File: src/rtl/serial_adder_pkg.sv
// serial_adder_pkg: shared types and constants for the bit-serial adder.
// The optional subtract feature is enabled by defining SERIAL_ADDER_SUB_EN.
package serial_adder_pkg;

    // Controller states
    typedef enum logic [1:0] {
        ST_IDLE = 2'd0,
        ST_RUN  = 2'd1,
        ST_DONE = 2'd2
    } state_t;

    localparam int DEFAULT_WIDTH = 8;

    // Bit-counter width: clog2 of WIDTH, never narrower than one bit
    function automatic int cnt_width(input int w);
        return (w <= 2) ? 1 : $clog2(w);
    endfunction

endpackage

File: src/rtl/serial_adder_bit.sv
// serial_adder_bit: one-bit full adder plus the running carry flop.
// The carry can be loaded (start of operation) or cleared by reset.
module serial_adder_bit (
    input  logic clk,
    input  logic rst,
    input  logic load,
    input  logic load_val,
    input  logic en,
    input  logic a,
    input  logic b,
    output logic s,
    output logic co,
    output logic carry
);

    // Combinational full adder on the current operand bits and stored carry
    always_comb begin
        s  = a ^ b ^ carry;
        co = (a & b) | (carry & (a ^ b));
    end

    // Carry flop: reset wins, then load, then advance with the carry-out
    always_ff @(posedge clk) begin
        if (rst)
            carry <= 1'b0;
        else if (load)
            carry <= load_val;
        else if (en)
            carry <= co;
    end

endmodule

File: src/rtl/serial_adder.sv
// serial_adder: bit-serial adder, one bit per clock, LSB first.
// Operands are captured in IDLE, WIDTH edges of RUN produce the result,
// and DONE holds it until the consumer takes it.
// Define SERIAL_ADDER_SUB_EN to add the 'sub' port (a - b when sub=1).
module serial_adder
    import serial_adder_pkg::*;
#(
    parameter int WIDTH = DEFAULT_WIDTH
) (
    input  logic             clk,
    input  logic             rst,
    input  logic             in_valid,
    output logic             in_ready,
    input  logic [WIDTH-1:0] a,
    input  logic [WIDTH-1:0] b,
    input  logic             cin,
`ifdef SERIAL_ADDER_SUB_EN
    input  logic             sub,
`endif
    output logic             out_valid,
    input  logic             out_ready,
    output logic [WIDTH-1:0] sum,
    output logic             cout
);

    localparam int CNT_W = cnt_width(WIDTH);
    localparam logic [CNT_W-1:0] LAST = CNT_W'(WIDTH - 1);

    state_t state, next_state;

    logic [WIDTH-1:0] a_sr;
    logic [WIDTH-1:0] b_sr;
    logic [WIDTH-1:0] res_sr;
    logic [WIDTH-1:0] res_next;
    logic [CNT_W-1:0] cnt;

    logic accept;
    logic running;
    logic last;
    logic sub_op;
    logic [WIDTH-1:0] b_load;
    logic carry_load;
    logic bit_s;
    logic bit_co;
    logic carry_q;

`ifdef SERIAL_ADDER_SUB_EN
    assign sub_op = sub;
`else
    assign sub_op = 1'b0;
`endif

    // Subtraction is a + ~b + 1: invert B on load and force the carry in
    always_comb begin
        b_load     = sub_op ? ~b : b;
        carry_load = sub_op ? 1'b1 : cin;
    end

    // Handshake and sequencing qualifiers
    always_comb begin
        accept   = in_valid && (state == ST_IDLE);
        running  = (state == ST_RUN);
        last     = running && (cnt == LAST);
        res_next = {bit_s, res_sr[WIDTH-1:1]};
    end

    serial_adder_bit u_bit (
        .clk      (clk),
        .rst      (rst),
        .load     (accept),
        .load_val (carry_load),
        .en       (running),
        .a        (a_sr[0]),
        .b        (b_sr[0]),
        .s        (bit_s),
        .co       (bit_co),
        .carry    (carry_q)
    );

    // State register
    always_ff @(posedge clk) begin
        if (rst)
            state <= ST_IDLE;
        else
            state <= next_state;
    end

    // Next-state logic
    always_comb begin
        next_state = state;
        case (state)
            ST_IDLE: if (in_valid)  next_state = ST_RUN;
            ST_RUN:  if (last)      next_state = ST_DONE;
            ST_DONE: if (out_ready) next_state = ST_IDLE;
            default:                next_state = ST_IDLE;
        endcase
    end

    // Output decode: ready only in IDLE, valid only in DONE
    always_comb begin
        in_ready  = 1'b0;
        out_valid = 1'b0;
        case (state)
            ST_IDLE: in_ready  = 1'b1;
            ST_DONE: out_valid = 1'b1;
            default: ;
        endcase
    end

    // Operand/result shift registers and bit counter
    always_ff @(posedge clk) begin
        if (rst) begin
            a_sr   <= '0;
            b_sr   <= '0;
            res_sr <= '0;
            cnt    <= '0;
        end else if (accept) begin
            a_sr   <= a;
            b_sr   <= b_load;
            res_sr <= '0;
            cnt    <= '0;
        end else if (running) begin
            a_sr   <= a_sr >> 1;
            b_sr   <= b_sr >> 1;
            res_sr <= res_next;
            cnt    <= last ? '0 : cnt + CNT_W'(1);
        end
    end

    // Result registers: updated only on the final RUN edge, else held
    always_ff @(posedge clk) begin
        if (rst) begin
            sum  <= '0;
            cout <= 1'b0;
        end else if (last) begin
            sum  <= res_next;
            cout <= bit_co;
        end
    end

endmodule

File: config.mk
export PLATFORM = sky130hd
export DESIGN_NAME = serial_adder
export DESIGN_NICKNAME = d
export VERILOG_FILES = /design/src/rtl/serial_adder_pkg.sv /design/src/rtl/serial_adder_bit.sv /design/src/rtl/serial_adder.sv
export SDC_FILE = /design/constraint.sdc
export NUM_CORES = 1
export LEC_CHECK = 0
export ABC_AREA = 1
export BUFFER_PORTS_ARGS = -buffer_cell sky130_fd_sc_hd__buf_4
export CAP_MARGIN = 20
export CORE_AREA = 2 2 61 63
export CTS_BUF_LIST = sky130_fd_sc_hd__clkbuf_16
export DETAILED_ROUTE_END_ITERATION = 8
export DIE_AREA = 0 0 63 65
export GPL_TIMING_DRIVEN = 0
export PLACE_DENSITY_LB_ADDON = 0.05
export RECOVER_POWER = 100
export SYNTH_ARGS = -nofsm -noshare
export SYNTH_HDL_FRONTEND = slang
export SYNTH_SLANG_ARGS = --single-unit
File: constraint.sdc
create_clock -name clk -period 1.4 [get_ports clk]
set_input_delay 0.07 -clock clk [delete_from_list [all_inputs] [get_ports clk]]
set_output_delay 0.07 -clock clk [all_outputs]
set_load 0.01 [all_outputs]
# --- Word level (Yosys, flattened, before mapping) ---
# Index checks and enable logic that the tools add are counted.
totals:
  out_inout_bits: 11
  ff_bits: 39
  inputBits: 21
classes:
  eq_ne: 6
  bitwise: 5
  addsub: 1
  muxes: 13
  reduce_logical: 6
op_table:
  columns: ["op", "count"]
  rows:
  - ["two-way mux 8 bit", 4]
  - ["two-way mux 2 bit", 3]
  - ["case mux 2 bit (3 select lines)", 1]
  - ["two-way mux 1 bit", 4]
  - ["!= test 2 bit, second input constant", 2]
  - ["adder 3 x 1 -> 3 bit, second input constant", 1]
  - ["== test 3 bit, second input constant", 1]
  - ["two-way mux 3 bit", 1]
  - ["AND reduction 3 bit", 1]
  - ["AND 1 bit", 2]
  - ["== test 2 x 1 -> 1 bit, second input constant", 1]
  - ["== test 2 bit, second input constant", 1]
  - ["logical AND 1 bit", 2]
  - ["zero test 2 bit", 1]
  - ["!= test 2 x 1 -> 1 bit, second input constant", 1]
  - ["nonzero test 2 bit", 1]
  - ["OR reduction 2 bit", 1]
  - ["bitwise XOR 1 bit", 2]
  - ["bitwise OR 1 bit", 1]

# --- Depth between registers and ports, before layout ---
# Gate-level depths: netlist of the first run.
logic_depth:
  depth_word: 5
  mapped_depth: 7
  mapped_depth_nobuf: 6

# --- Cells and area by module ---
# A second synthesis of the first run with hierarchy kept.
hier_totals:
  cells_unflattened: 242
  hier_area_um2: 1785.5
by_module_without_submodules:
  columns: ["mod", "cells_per_inst", "seq_area_each_um2", "area_each_um2", "instances"]
  rows:
  - ["serial_adder", 232, 740.7, 1711.6, 1]
  - ["serial_adder_bit", 10, 20.0, 73.8, 1]

# --- Least setup slack after synthesis of the first run ---
# OpenSTA, ideal clock, no wires.
synth_path:
  kind: "reg2reg"
  startpoint: "reg cnt[0]"
  endpoint: "reg cout"
  setup_slack_ns: 0.218
  n_path_buf: 0
  setup_time_ns: 0.071
  arrival_ns: 1.111
  path_stages_with_launch: 7
  path_cell_list: "dfxtp_1 -> ha_1 -> ha_1 -> inv_1 -> nor2_2 -> nand2_1 -> a21oi_1"
synth_via:
  elab_chain_cells: 2
synth_rtl:
  columns: ["element", "line_no", "rtl"]
  rows:
  - ["start, declared", "serial_adder.sv:35", "logic [CNT_W-1:0] cnt;"]
  - ["start signal, assigned", "serial_adder.sv:126", "cnt <= last ? '0 : cnt + CNT_W'(1);"]
  - ["== test 3 bit", "serial_adder.sv:63", "last = running && (cnt == LAST);"]
  - ["logical AND 1 bit", "serial_adder.sv:63", null]
  - ["end signal, assigned", "serial_adder.sv:137", "cout <= bit_co;"]
  - ["end, declared", "serial_adder.sv:23", "output logic cout"]
# No other way between the ends.
# A chain may end at the register's enable or synchronous reset.

# --- Final worst setup path of the first run ---
layout_path:
  startpoint: "reg state[0]"
  endpoint: "out in_ready"
layout_via:
  elab_chain_cells: 2
layout_rtl:
  columns: ["element", "line_no", "rtl"]
  rows:
  - ["start, declared", "serial_adder.sv:29", "state_t state, next_state;"]
  - ["start signal, assigned", "serial_adder.sv:85", "state <= next_state;"]
  - ["zero test 2 bit", "serial_adder.sv:103", "case (state)"]
  - ["two-way mux 1 bit", "serial_adder.sv:103", null]
  - ["end, declared", "serial_adder.sv:13", "output logic in_ready,"]
# No other way between the ends.

==> metrics.md, run 1 <==
| Metric | Value |
|---|---|
| Critical Path Source Type | `register` |
| Largest net degree at the start of global routing | `13` |
| Grt ovf | `0` |
| WP data required | `1.33 ns` |
| Max Cap Viol | `0` |
| Placed inst area | `2040 um^2` |
| Mapped cell area | `roughly 1800 um^2` |
| Syn Nets | `265` |
| P_int | `between 2 and 2.5 mW` |
| Layout cells sized above 1 | `20.9%` |
| Clk sinks | `38` |
| CTS tree | `done` |
| Die Wd | `63 um` |
| Pins Over Slew Limit | `0` |
| Final net count | `301` |
| Hold Slack | `0.0360 ns` |
| WHS Path Cells | `4` |
| Hold Crit Class | `primary input to register` |
| # port buffers | `29` |
| Crit. End Element | `primary output` |
| Reg2reg start | `state[0]` |
| Pleak | `around 0.97 nW` |
| I/O pin count | `32` |
| Non-filler cells, final | `between 300 and 400` |
| Power Dens Cells | `1330 nW/um^2` |
| Yosys cell types | `22` |
| First-pass DRT Iterations | `4` |
| Worst Max-Slew Pin Slew | `0.567 ns` |
| Switch share | `21.6%` |
| Placed cells | `~320` |
| Post-synthesis cell count | `241` |
| Drt via density | `4.90` |
| Hold Path Origin | `out_ready` |
| Syn_area_per_cell | `7.31 um^2` |
| Post-route cell area | `2180 um^2` |
| Final Hold Viols | `0` |
| RSZ-0062 raised after global routing | `no` |
| Relative slew slack | `62.2%` |
| Setup total negative slack | `0 ns` |
| Switching power | `0.625 mW` |
| Core ar. | `between 3000 and 4000 um^2` |
| Sequential share of the synthesized area | `between 40% and 50%` |
| Max Freq | `741 MHz` |
| Vias | `1,599` |
| Wire per inst | `approximately 11 um` |
| Most common cell after layout, fill and taps aside | `nand2_1` |
| Clock Skew | `0.00193 ns` |
| Detailed-route wire length | `approximately 3700 um` |
| Overall Global Routing Usage | `20.2%` |
| Htree depth | `2` |
| Final Wtd Congestion | `0.729` |
| Min cycle time layout | `around 1.3 ns` |
| Reg power frac | `just under 40%` |
| Max rail drop VDD | `between 900 and 1000 uV` |
| Worst-Skew Late Latency | `0.28 ns` |
| Detail Route Antenna Nets | `0` |
| Total CTS buffers | `5` |
| Clk root buf | `clkbuf_16` |
| Drc violations | `0` |
| Power Total | `~2.9 mW` |
| Reg2reg path depth | `6` |
| # diodes | `0` |
| Clock transition at path regs | `0.05 ns` |
| Vias in the first global route | `1,462` |
| FF+latch count, synth | `38` |
| Synth warnings | `0` |
| Comb pwr share | `10.7%` |
| Period utilization | `96.4%` |
| Site Rows | `22` |
| Crit path max fanout | `10` |
| Area Overhead vs Synth | `24.0%` |
| Crit path launch | `state[0]` |
| Final Setup Violations | `0` |
| Clock buffer depth | `2` |
| Die height | `65 um` |
| Critical path class | `register to primary output` |
| Most frequent cells in the layout | `nand2_1, dfxtp_1, nand3_1, a21oi_1, buf_4` |
| Clk pwr share | `about half` |
| Post-DP HPWL | `2500 um` |
| Initial core utilization | `50.4%` |
| Die ar. | `4100 um^2` |
| Critical Path AT | `1.28 ns` |
| First-pass GRT wire length | `6470 um` |
| Outcome | `complete, no violations` |
| Initial DRC count | `104` |
| Initial antenna violation count | `0` |
## path summary, 6_finish.rpt
path              endpoint  slack, ns
setup / recovery  in_ready       0.05
hold / removal    state[1]       0.04
setup reg to reg    cnt[0]       0.09
hold reg to reg     sum[1]       0.46
## synthesized netlist by cell type
cell type | count | area (um^2)
a21oi_1 | 25 | 125
a21oi_2 | 9 | 78.8
buf_1 | 1 | 3.75
buf_2 | 4 | 20.0
buf_4 | 2 | 15.0
buf_6 | 5 | 56.3
clkbuf_2 | 1 | 5.00
dfxtp_1 | 38 | 761
fa_1 | 1 | 20.0
ha_1 | 2 | 25.0
inv_1 | 19 | 71.3
inv_2 | 2 | 7.51
nand2_1 | 86 | 323
nand2_2 | 2 | 12.5
nand2_4 | 1 | 11.3
nand3_1 | 28 | 140
nand3b_1 | 1 | 7.51
nor2_1 | 9 | 33.8
nor2_2 | 2 | 12.5
nor2_4 | 1 | 11.3
o21ai_0 | 1 | 5.00
o21ai_4 | 1 | 16.3
## final cells by class
cell class                 count  area (um^2)
buffer                        13         90.1
clock inverter                 3         63.8
sequential                    38          762
clock buffer                   5          125
fill                         330         1310
inverter                      21         78.8
tap                           48         60.1
timing repair buffer          29          184
multi-input combinational    169          821
## sequential cells by signal, summed over array words and instances (netlist names)
name         cells
b_sr             8
a_sr             8
cout             1
cnt              3
sum              8
state            2
u_bit.carry      1
res_sr           7
## kinds of logic (layout without fill, tap and decap cells)
| group | count (synthesis) | after routing | synth area share [%] |
|---|---|---|---|
| simple gates | 130 | 130 | 31.3 |
| flops | 38 | 38 | 43.2 |
| compound gates | 36 | 36 | 12.8 |
| buf+inv | 34 | 71 | 10.2 |
| fa+ha+maj | 3 | 3 | 2.56 |
## routing by layer
layer / global-route usage [%] / vias up / part of all wire, %
li1: - / 839 / -
met1: 27.2 / 710 / 49
met2: 30.9 / 43 / 43
met3: 4.51 / 7 / 6.4
met4: 9.17 / 0 / 1.5
met5: 0 / - / 0
## power by group through the flow
stage / Clock [mW] / Sequential [mW] / Combinational [mW]
floorplan: 0 / 1.17 / 0.226
global placement: 0 / 1.17 / 0.316
detailed placement: 0 / 1.17 / 0.317
CTS: 1.46 / 1.15 / 0.319
global route: 1.50 / 1.16 / 0.349
finish: 1.43 / 1.15 / 0.311
## timing repair
action	CTS	global route
setup buffers	0	0
hold buffers	0	0
endpoints found under the setup margin	0	10
gates resized for setup	0	4
## worst max-delay path: stages, from the launching register on
cell	delay [ns]
dfxtp_1	0.31
buf_6	0.14
nor2_4	0.20
buf_4	0.22
buf_4	0.13
## through the flow
stage / setup WS, ns / util (%)
6_report: 0.0502 / 62.5
5_1_grt: 0.0131 / 62.5
4_1_cts: 0.00922 / 63.7
3_5_place_dp: 0.0288 / 58.3
3_3_place_gp: 0.0552 / 58.3
2_1_floorplan: 0.218 / -
No activity file was read; power rests on OpenSTA's default activity.
==> run 2: changes to the inputs <==
--- a/config.mk
+++ b/config.mk
@@ -13,7 +13,7 @@
 export DETAILED_ROUTE_END_ITERATION = 8
 export DIE_AREA = 0 0 63 65
 export GPL_TIMING_DRIVEN = 0
-export PLACE_DENSITY_LB_ADDON = 0.05
+export PLACE_DENSITY = 0.84
 export RECOVER_POWER = 100
 export SYNTH_ARGS = -nofsm -noshare
 export SYNTH_HDL_FRONTEND = slang
==> constraint.sdc (replaced) <==
create_clock -name clk -period 1.4 [get_ports clk]
set_input_delay 0.21 -clock clk [delete_from_list [all_inputs] [get_ports clk]]
set_output_delay 0.21 -clock clk [all_outputs]
set_load 0.01 [all_outputs]
==> run 2 against run 1 <==
Effect of this change:
- routed wire length rose by 7.4%
- clock-buffer cell count did not move
- register-to-register slack hardly changed
- combinational power up 5%
- die area did not move
- utilization decreased by 0.82 points
- fmax increased by 1.0%
- largest cell class unchanged
- critical endpoint unchanged
- global-route usage up 0.41 points
==> metrics.md, run 2 (synthesized netlist as in run 1, its figures left out) <==
| Metric | Value |
|---|---|
| Grt ovf | `0` |
| Crit path buf inv count | `3` |
| Drt via density | `~5.0` |
| First-pass DRT Iterations | `4` |
| Period utilization | `95.4%` |
| Most frequent cells in the layout | `nand2_1, dfxtp_1, a21oi_1, nand3_1, buf_4` |
| Clock buffer depth | `2` |
| Total CTS buffers | `5` |
| Critical path class | `register to primary output` |
| Clock Skew | `0.00296 ns` |
| Overall Global Routing Usage | `between 20% and 30%` |
| Worst Max-Slew Pin Slew | `0.498 ns` |
| Final Wtd Congestion | `0.754` |
| Max rail drop VDD | `around 760 uV` |
| Final Hold Viols | `0` |
| Crit. End Element | `primary output` |
| Critical Path Source Type | `register` |
| Vias in the first global route | `between 1,500 and 2,000` |
| CTS tree | `done` |
| Worst-Skew Late Latency | `0.28 ns` |
| Detailed-route wire length | `3970 um` |
| Pins Over Slew Limit | `0` |
| Largest net degree at the start of global routing | `13` |
| Post-route cell area | `around 2200 um^2` |
| Critical Path AT | `1.13 ns` |
| Layout cells sized above 1 | `19.7%` |
| Power Dens Cells | `1180 nW/um^2` |
| CP peak stage delay | `0.31 ns` |
| CP max-delay cell | `dfxtp_1` |
| Dpl ws | `0.0367 ns` |
| Post-DP HPWL | `about 2600 um` |
| Final setup margin | `about 0.064 ns` |
| Die height | `65 um` |
| Initial DRC count | `122` |
| Metal-1 WL | `1750 um` |
| Max Freq | `748 MHz` |
| RSZ-0062 raised after global routing | `no` |
| Site Rows | `22` |
| Crit path max-delay family | `buffers and inverters` |
| Wire per inst | `~12 um` |
| Clk root buf | `clkbuf_16` |
| Htree depth | `2` |
| Vias | `1,630` |
| Area Overhead vs Synth | `22.4%` |
| Crit path top cell by count | `buf_6` |
| Drc violations | `0` |
| Relative slew slack | `roughly two thirds` |
| Hold-fix buffers, CTS | `0` |
| Max Cap Viol | `0` |
| WP data required | `1.19 ns` |
| Hold Slack | `0.173 ns` |
| Reg2reg setup slack | `approximately 0.080 ns` |
| Initial antenna violation count | `0` |
| Biggest regs | `a_sr: 8 flops, b_sr: 8 flops, sum: 8 flops` |
| # port buffers | `29` |
| Most common cell after layout, fill and taps aside | `nand2_1` |
| Die ar. | `4100 um^2` |
| Min cycle time layout | `1.34 ns` |
| Placed inst area | `roughly 2000 um^2` |
| Outcome | `complete, no violations` |
| I/O pin count | `32` |
| Final net count | `302` |
| Clock transition at path regs | `0.06 ns` |
| Final Setup Violations | `0` |
| Clk sinks | `38` |
| Hold Crit Class | `primary input to register` |
| Detail Route Antenna Nets | `0` |
| Final core utilization | `61.7%` |
| Metal3 WL | `between 150 and 200 um` |
| # diodes | `0` |
| Crit path cell chain | `buf_6 > nor2_4 > buf_6 > buf_4` |
| Core ar. | `approximately 3500 um^2` |
| Die Wd | `63 um` |
| Crit path max fanout | `10` |
| Initial core utilization | `approximately half` |
| First-pass GRT wire length | `6610 um` |
| WL met2 | `1960 um` |
| Setup total negative slack | `0 ns` |
| Max layer used | `met4` |
| Pleak | `0.958 nW` |
-- run 2: cell types whose count changed in the layout (fill, tap and decap cells not counted), sizes merged --
cell,change
clkinvlp,+1
bufinv,-2
clkbuf,-2
clkinv,+1
buf,+3
-- run 2: final timing paths --
path / start / cells past startpoint / to
max: state[0] / 4 / in_ready
min: out_ready / 4 / state[1]
max reg2reg: state[0] / 7 / res_sr[4]
min reg2reg: sum[4] / 2 / sum[4]
-- run 2: layer usage --
metal,global-route usage [%],vias to the layer above
li1,-,839
met1,23.5,742
met2,36.6,40
met3,5.38,9
met4,8.33,0
met5,0,-
-- run 2: area by class of cell --
type                       instances  area [um^2]
buffer                            13          110
clock buffer                       5          125
clock inverter                     3         16.3
fill                             340         1340
inverter                          21         78.8
multi-input combinational        169          812
sequential                        38          762
tap                               48         60.1
timing repair buffer              30          191
-- run 2: timing repair --
| item | CTS | global route |
|---|---|---|
| endpoints found under the setup margin | 4 | 3 |
| pin swaps | 1 | 1 |
| buffers inserted | 1 | 0 |
| gates resized for setup | 5 | 2 |
| gates cloned | 0 | 0 |
-- run 2: worst min-delay path: stages --
cell,delay (ns)
buf_4,0.08
inv_1,0.03
nand2_1,0.05
a21oi_1,0.05
-- run 2: stage by stage --
step           total power, mW  instances
5_1_grt                   2.65        327
2_1_floorplan             1.40        241
3_5_place_dp              1.49        318
4_1_cts                   2.57        327
6_report                  2.55        327
3_3_place_gp              1.48        318
-- run 2: power by group --
part | leakage (nW) | internal (mW) | switching, mW | total [mW]
combinational | 0.580 | 0.141 | 0.185 | 0.326
sequential | 0.310 | 1.13 | 0.0264 | 1.15
clock | 0.0672 | 0.649 | 0.421 | 1.07
